`src/rtl/hazard_scoreboard_pkg.sv`:
```
// ---------------------------------------------------------------------------
// hazard_scoreboard_pkg
// Types and constants shared by the hazard scoreboard and its counter.
//   reg_t       architectural register number (32 registers, 5 bits)
//   lu_state_t  long-latency unit occupancy: LU_IDLE / LU_BUSY
//   REG_ZERO    register x0, which is hard-wired and never tracked
// ---------------------------------------------------------------------------
package hazard_scoreboard_pkg;

  localparam int REG_W = 5;

  typedef logic [REG_W-1:0] reg_t;

  typedef enum logic {
    LU_IDLE = 1'b0,
    LU_BUSY = 1'b1
  } lu_state_t;

  localparam reg_t REG_ZERO = '0;

endpackage

```
`src/rtl/hazard_scoreboard_stall_counter.sv`:
```
// ---------------------------------------------------------------------------
// hazard_scoreboard_stall_counter
// Saturating up-counter of parameterised width, usable for any
// performance event.
//   i_clk    clock, rising edge
//   i_rst_n  asynchronous active-low reset, clears the count
//   i_en     count this cycle
//   o_cnt    current count, sticks at all-ones
// ---------------------------------------------------------------------------
module hazard_scoreboard_stall_counter #(
  parameter int W = 32
) (
  input  logic         i_clk,
  input  logic         i_rst_n,
  input  logic         i_en,
  output logic [W-1:0] o_cnt
);

  logic [W-1:0] r_cnt;

  always_ff @(posedge i_clk or negedge i_rst_n) begin
    if (!i_rst_n) begin
      r_cnt <= '0;
    end else if (i_en && (r_cnt != '1)) begin
      r_cnt <= r_cnt + 1'b1;
    end
  end

  assign o_cnt = r_cnt;

endmodule

```
`src/rtl/hazard_scoreboard.sv`:
```
// ---------------------------------------------------------------------------
// hazard_scoreboard
// Holds back front-end consumers whose operands do not exist yet:
// load-use hazards, reads/writes of a register owed by the single
// outstanding long-latency op (load miss / divide), a second long op while
// the unit is busy, and kills the ID instruction on a taken branch.
//
// Ports
//   i_clk, i_rst_n                 clock (rising), async active-low reset
//   i_ID_valid                     ID holds a real instruction
//   i_ID_rnum1/2, i_ID_ren1/2      ID sources and their read enables
//   i_ID_wnum, i_ID_wen            ID destination and write enable
//   i_ID_long                      ID instruction uses the long unit
//   i_EX_memRead, i_EX_wnum        EX holds a load to this register
//   i_LU_done, i_LU_wnum           long unit writes back this register
//   i_branch_taken                 EX resolved a taken branch / jump
//   o_stall_IF, o_stall_ID         hold PC and IF/ID
//   o_flush_IFID, o_flush_IDEX     insert bubbles
//   o_lu_busy                      long op outstanding (exposes lu_st)
//   o_stall_cnt                    saturating count of stalled cycles
//
// All stall/flush outputs are combinational from registered state plus the
// current inputs and are forced to 0 while reset is asserted.
// ---------------------------------------------------------------------------
module hazard_scoreboard
  import hazard_scoreboard_pkg::*;
#(
  parameter int NREG = 32,
  parameter int CNTW = 32
) (
  input  logic            i_clk,
  input  logic            i_rst_n,
  input  logic            i_ID_valid,
  input  reg_t            i_ID_rnum1,
  input  reg_t            i_ID_rnum2,
  input  logic            i_ID_ren1,
  input  logic            i_ID_ren2,
  input  reg_t            i_ID_wnum,
  input  logic            i_ID_wen,
  input  logic            i_ID_long,
  input  logic            i_EX_memRead,
  input  reg_t            i_EX_wnum,
  input  logic            i_LU_done,
  input  reg_t            i_LU_wnum,
  input  logic            i_branch_taken,
  output logic            o_stall_IF,
  output logic            o_stall_ID,
  output logic            o_flush_IFID,
  output logic            o_flush_IDEX,
  output logic            o_lu_busy,
  output logic [CNTW-1:0] o_stall_cnt
);

  lu_state_t        r_lu_st;
  logic [NREG-1:0]  r_sb;

  lu_state_t        w_lu_st_nxt;
  logic [NREG-1:0]  w_sb_nxt;
  logic             w_lu_done;
  logic             w_pend1;
  logic             w_pend2;
  logic             w_pendw;
  logic             w_raw_hz;
  logic             w_waw_hz;
  logic             w_lu_hz;
  logic             w_lduse_hz;
  logic             w_stall;
  logic             w_issue;

  // State register: scoreboard bits and long-unit occupancy.
  always_ff @(posedge i_clk or negedge i_rst_n) begin
    if (!i_rst_n) begin
      r_lu_st <= LU_IDLE;
      r_sb    <= '0;
    end else begin
      r_lu_st <= w_lu_st_nxt;
      r_sb    <= w_sb_nxt;
    end
  end

  // Hazard terms and next state.
  always_comb begin
    w_lu_st_nxt = r_lu_st;
    w_sb_nxt    = r_sb;

    // A completion while idle is a protocol error and is ignored entirely.
    w_lu_done = i_LU_done & (r_lu_st == LU_BUSY);

    // A result completing this cycle is no longer pending: WB forwards it.
    w_pend1 = r_sb[i_ID_rnum1] & ~(w_lu_done & (i_LU_wnum == i_ID_rnum1))
              & (i_ID_rnum1 != REG_ZERO);
    w_pend2 = r_sb[i_ID_rnum2] & ~(w_lu_done & (i_LU_wnum == i_ID_rnum2))
              & (i_ID_rnum2 != REG_ZERO);
    w_pendw = r_sb[i_ID_wnum]  & ~(w_lu_done & (i_LU_wnum == i_ID_wnum))
              & (i_ID_wnum != REG_ZERO);

    w_raw_hz   = i_ID_valid & ((i_ID_ren1 & w_pend1) | (i_ID_ren2 & w_pend2));
    w_waw_hz   = i_ID_valid & i_ID_wen & w_pendw;
    w_lu_hz    = i_ID_valid & i_ID_long & (r_lu_st == LU_BUSY) & ~i_LU_done;
    w_lduse_hz = i_EX_memRead & (i_EX_wnum != REG_ZERO)
                 & ((i_ID_ren1 & (i_ID_rnum1 == i_EX_wnum))
                  | (i_ID_ren2 & (i_ID_rnum2 == i_EX_wnum)));

    // A taken branch kills the ID instruction, so none of its hazards apply.
    w_stall = (w_raw_hz | w_waw_hz | w_lu_hz | w_lduse_hz) & ~i_branch_taken;
    w_issue = i_ID_valid & i_ID_long & ~w_stall & ~i_branch_taken;

    // Clear first, then set, so a same-register clear/set leaves the bit 1.
    if (w_lu_done) begin
      w_sb_nxt[i_LU_wnum] = 1'b0;
    end
    if (w_issue & i_ID_wen & (i_ID_wnum != REG_ZERO)) begin
      w_sb_nxt[i_ID_wnum] = 1'b1;
    end

    if (w_issue) begin
      w_lu_st_nxt = LU_BUSY;
    end else if (w_lu_done) begin
      w_lu_st_nxt = LU_IDLE;
    end
  end

  // Outputs.
  assign o_stall_IF   = w_stall & i_rst_n;
  assign o_stall_ID   = w_stall & i_rst_n;
  assign o_flush_IFID = i_branch_taken & i_rst_n;
  assign o_flush_IDEX = (w_stall | i_branch_taken) & i_rst_n;
  assign o_lu_busy    = (r_lu_st == LU_BUSY);

  hazard_scoreboard_stall_counter #(
    .W (CNTW)
  ) u_stall_counter (
    .i_clk   (i_clk),
    .i_rst_n (i_rst_n),
    .i_en    (w_stall),
    .o_cnt   (o_stall_cnt)
  );

endmodule
```
`config.mk`:
```
export PLATFORM = sky130hd
export DESIGN_NAME = hazard_scoreboard
export DESIGN_NICKNAME = d
export VERILOG_FILES = /design/src/rtl/hazard_scoreboard_pkg.sv /design/src/rtl/hazard_scoreboard_stall_counter.sv /design/src/rtl/hazard_scoreboard.sv
export SDC_FILE = /design/constraint.sdc
export NUM_CORES = 1
export LEC_CHECK = 0
export BUFFER_PORTS_ARGS = -buffer_cell sky130_fd_sc_hd__buf_2
export CAP_MARGIN = 20
export CORE_ASPECT_RATIO = 1.25
export CORE_MARGIN = 8
export CORE_UTILIZATION = 30
export DETAILED_ROUTE_END_ITERATION = 8
export SYNTH_ARGS = -nofsm -noshare
export SYNTH_HDL_FRONTEND = slang
export SYNTH_SLANG_ARGS = --single-unit
```
`constraint.sdc`:
```
create_clock -name i_clk -period 5.32 [get_ports i_clk]
set_input_delay 0.266 -clock i_clk [delete_from_list [all_inputs] [get_ports i_clk]]
set_output_delay 0.266 -clock i_clk [all_outputs]
set_load 0.05 [all_outputs]
```
==> results of run 1 <==
-- report_power, final --
part,total [uW],switching [uW],internal (uW)
registers,591,53.8,537
logic,344,236,108
clock network,523,200,324
-- Yosys cell counts, types with 3 or more instances --
cell	number	area, um^2
o21ai_0	35	175
and3_1	5	31.3
or3b_2	3	26.3
or3_1	7	43.8
o22ai_1	9	56.3
nand3b_1	4	30.0
a21oi_1	4	20.0
xnor2_1	9	78.8
buf_2	9	45.0
mux2_2	3	33.8
nor4_1	15	93.8
nand4_1	9	56.3
nor3_1	16	80.1
nand2_1	20	75.1
and2_1	3	18.8
nor4b_1	3	26.3
mux2i_1	22	220
buf_4	3	22.5
nor2_1	12	45.0
buf_6	5	56.3
dfrtp_1	65	1630
o211ai_1	3	22.5
mux4_2	11	248
o31ai_1	17	128
inv_1	12	45.0
o31ai_2	14	175
xor2_1	43	377
buf_1	6	22.5
nand3_1	21	105
clkbuf_1	14	52.6
-- final cells by class --
cell class              instances  area, um^2  share of cell area
inverters                      12        45.0             0.00896
repair buffers                 76         395              0.0786
clock buffers                  12         246              0.0490
multi-input cells             322        2480               0.492
clock inverters                 3        17.5             0.00348
flip-flops and latches         65        1630               0.323
well taps                     178         223              0.0443
-- flip-flops by register name, indices dropped and copies added (netlist names) --
name / cells
o_lu_busy: 1
r_sb: 32
u_stall_counter.o_cnt: 32
-- tightest hold or removal path: stages --
cell and delay, ps:
buf_2 110, nand2b_1 150, nand2_1 60
-- path summary, 6_finish.rpt --
| path | cells after the start | from | endpoint |
|---|---|---|---|
| setup / recovery | 9 | r_sb[5] | r_sb[29] |
| hold / removal | 3 | i_LU_done | o_lu_busy |
| setup reg to reg | 9 | r_sb[5] | r_sb[29] |
| hold reg to reg | 1 | u_stall_counter.o_cnt[23] | u_stall_counter.o_cnt[23] |
| max in group asynchronous | 3 | i_rst_n | r_sb[25] |
| min in group asynchronous | 2 | i_rst_n | r_sb[7] |
-- logic make-up (layout without fill, tap and decap cells) --
kind of cell	count (synthesis)	after routing	synth area share
AND/OR/NAND/NOR	130	130	0.166
AO/OA/AOI/OAI	101	101	0.173
flip-flops	65	65	0.375
XOR/XNOR	52	52	0.105
buffers and inverters	49	103	0.0563
multiplexers	38	38	0.122
adder cells (fa/ha/maj)	1	1	0.00289
-- routing by layer --
| metal | routed length (um) | up-vias | share of wire | GRT usage |
|---|---|---|---|---|
| met5 | 37 | - | 0.0029 | 0 |
| met4 | 195 | 6 | 0.015 | 0.0531 |
| met3 | 880 | 22 | 0.069 | 0.0413 |
| met2 | 6340 | 124 | 0.50 | 0.234 |
| met1 | 5350 | 1852 | 0.42 | 0.171 |
| li1 | - | 1729 | - | - |
-- what timing repair did --
item | CTS | global route
gates resized for setup | 0 | 0
buffers inserted | 0 | 0
endpoints found under the hold margin | 7 | 0
hold buffers | 1 | 0
-- metrics by stage --
step           instance area, um^2  cells  hold WS [ps]
2_1_floorplan                 4340    436         -29.6
5_1_grt                       5030    668           348
3_5_place_dp                  4750    651           148
3_3_place_gp                  4750    651           151
4_1_cts                       5020    667           318
6_report                      5030    668           328
==> run metrics, run 1 <==
Slew Limit Fails=0; Leak Pwr=0.00229 uW; CP max stage cell=or4_1; crit-path leading delay family=compound AO/OA/AOI/OAI gates; initial antenna violation count=3; Die X=124 um; Buffers & Inverters on Critical Path=1; Worst Hold Class=input pin to flip-flop; Place WS=2020 ps; final count of hold timing violations=0; most common flop cell mapped by yosys=dfrtp_1; core area=14300 um^2; Yosys reg bits=65; Synth warnings=0; HPWL Detailed=9.65 mm; Crit. End Element=flip-flop; clock-pin slew of the registers on the worst-case setup and hold paths=50 ps; skew final=5.46 ps; DRT Wirelength=12.8 mm; Syn Area/Cell=9.94 um^2; Die Ht=150 um; H-tree levels=3; nature of the critical path startpoint=flip-flop; Cell variety after synth=56; most frequent cells in the layout=71 x buf_2, 65 x dfrtp_1, 43 x xor2_1; Setup-failing EPs final=0; CTS tree=yes; initial core utilization=0.303; maximum VDD drop=0.000385 V; num rows=49; final core occ=0.352; Total GRT Usage=0.142; Clock Latency Late Sink=320 ps; total clock sinks=65; Initial DRC Count=229; NumNets Final=522; final worst setup slack=2280 ps; CTS buffer count=9; drt pass-1 iters=4; max incr delay on CP=490 ps; MaxCap Viol Count=0; clock buffer depth=2; # IOs=72; FMAX=0.329 GHz; normalized max-slew margin=0.495; final setup TNS=0 ps; via count=3733; Routed Antenna Nets=0; Crit path required time=5530 ps; most common cell after layout, fill and taps aside=buf_2; area delta synth->final=16.0%; ratio of routed vias to standard cells=5.59; EDFF count, synth=0; Placer Congestion=0.942; largest net degree at the start of global routing=59; fraction of registers with async set/reset=1.00; post-synth net total=472; Period minus WS final=3040 ps; vias in the first global route=4058; status=finished clean; Mapped Cells=436; synthesized area=4340 um^2; sequential fraction of the synthesis area=0.375; CP Max Fanout=32; period utilization=0.572; Root Buffer=clkbuf_16; pwr/cell area=290 nW/um^2; first-pass GRT wire length=20.8 mm; layout cell share with drive strength beyond 1=0.249; Power Total=1460 uW; RSZ-0062 raised after global routing=no; post-route DRC violation count=0; die area=18600 um^2; reg2reg setup slack=2280 ps; CP cell instances=mux2_4 -> a221o_1 -> o211ai_1 -> nand4_1 -> a32o_1 -> or2_1 -> or4_1 -> buf_4 -> o31ai_1; grt ovf=0; IO buf count=71; Arr. time, crit path=3250 ps; Filler cells=1468; Crit Path Category=flip-flop to flip-flop; ant diodes=0; post-DR wirelength/cell=19.2 um; Least-Margin Pin Slew=758 ps
Note: power is estimated with default switching activity, not from simulation.
==> run 2: changes to the inputs <==
clock period = 2.8 ns   (was 5.32 ns; I/O delays follow)
==> run 2 against run 1 <==
Hold slack got worse by 150 ps; the run now ends with negative setup slack left; die area unchanged; first-iteration DRC count rose by 25%; combinational power is 140% higher; maximum frequency rose by 5.5%.
==> run metrics, run 2 (synthesis results as in run 1) <==
status=complete, but fails checks; failing checks=negative setup slack; most common cell after layout, fill and taps aside=buf_2; Crit Path Category=flip-flop to flip-flop; vias in the first global route=4231; final count of hold timing violations=0; via count=4140; initial antenna violation count=3; core area=14300 um^2; grt ovf=0; Die X=124 um; area delta synth->final=38.3%; Initial DRC Count=287; Filler cells=1365; RSZ-0062 raised after global routing=yes; Slew Limit Fails=0; initial core utilization=0.303; layout cell share with drive strength beyond 1=0.379; register cell area after layout=1630 um^2; pwr/cell area=522 nW/um^2; NumNets Final=577; HPWL Detailed=10.3 mm; Placer Congestion=0.946; Period minus WS final=2880 ps; ratio of routed vias to standard cells=5.71; Leak Pwr=0.00269 uW; CTS tree=yes; Die Ht=150 um; number of instances in the placed design=699; post-DR wirelength/cell=19.9 um; die area=18600 um^2; largest net degree at the start of global routing=58; total clock sinks=65; maximum VDD drop=0.000581 V; # IOs=72; multi-input logic area=2840 um^2; DRT Wirelength=14.4 mm; CP Max Fanout=8; Clock Latency Late Sink=330 ps; normalized max-slew margin=0.306; Least-Margin Pin Slew=1040 ps; Total GRT Usage=0.155; CTS buffer count=9; H-tree levels=3; Worst Hold Class=input pin to flip-flop; Root Buffer=clkbuf_16; IO buf count=71; skew final=4.50 ps; MaxCap Viol Count=0; Arr. time, crit path=3110 ps; FMAX=0.347 GHz; post-route DRC violation count=0; most frequent cells in the layout=68 x buf_2, 60 x dfrtp_1, 49 x buf_4; Crit path required time=3030 ps; Crit. End Element=flip-flop; nature of the critical path startpoint=flip-flop; first-pass GRT wire length=22.5 mm; clock-pin slew of the registers on the worst-case setup and hold paths=50 ps; final non-filler cell total=725; drt pass-1 iters=5; period utilization=1.03; Power Total=3130 uW; Setup-failing EPs final=41; clock buffer depth=2; final worst setup slack=-83.2 ps; num rows=49; Routed Antenna Nets=0; Min Hold Slack=180 ps
-- run 2: cell types whose count changed in the layout (fill, tap and decap cells not counted), sizes merged --
cell    change
diode       +1
buf        +52
clkbuf      +1
clkinv      +1
bufinv      +2
-- run 2: cell type report --
class	count	area share
diodes	1	0.000417
flip-flops and latches	65	0.272
well taps	178	0.0372
inverters	12	0.00751
clock inverters	6	0.0138
clock buffers	10	0.0382
multi-input cells	322	0.473
repair buffers	131	0.157
-- run 2: worst max-delay path, cell delays in order (launching register included) --
cell	delay (ps)
dfrtp_1	440
mux2_4	280
a221o_1	340
o211ai_1	90
nand4_1	120
a32o_2	290
or2_1	240
or4_4	530
clkbuf_16	230
o31ai_4	230
-- run 2: worst paths after layout --
check,endpoint,depth (start not counted),from,slack [ps]
max in group asynchronous,o_lu_busy,3,i_rst_n,1520
max,r_sb[4],9,r_sb[5],-80
min reg2reg,u_stall_counter.o_cnt[26],1,u_stall_counter.o_cnt[26],480
min in group asynchronous,u_stall_counter.o_cnt[22],2,i_rst_n,210
min,o_lu_busy,3,i_LU_done,180
max reg2reg,r_sb[4],9,r_sb[5],-80
-- run 2: layer usage --
metal  wire length (um)  vias up  global-route usage
li1                   -     1854                   -
met5                 23        -                   0
met2               6970      198               0.253
met1               5670     2035               0.187
met4                582        4              0.0821
met3               1200       49              0.0334
-- run 2: what timing repair did --
action	4_1_cts	5_1_grt
pin swaps	5	23
hold endpoints to repair	8	0
cloned	1	2
setup buffers	5	0
setup endpoints to repair	38	66
gates resized for setup	16	47
hold buffers	1	0
-- run 2: stage by stage --
stage	utilization	TNS, ps	setup WS (ps)	instance area [um^2]
finish	0.420	-954	-83.2	5990
global route	0.420	-5420	-150	5990
global placement	0.362	-2380	-90.4	5170
detailed placement	0.362	-3780	-214	5170
floorplan	-	0	45.8	4340
CTS	0.393	-726	-61.8	5620
-- run 2: power breakdown --
part / internal (uW) / switching, uW
registers: 1020 / 97.4
logic: 298 / 523
clock network: 774 / 414
total: 2090 / 1030
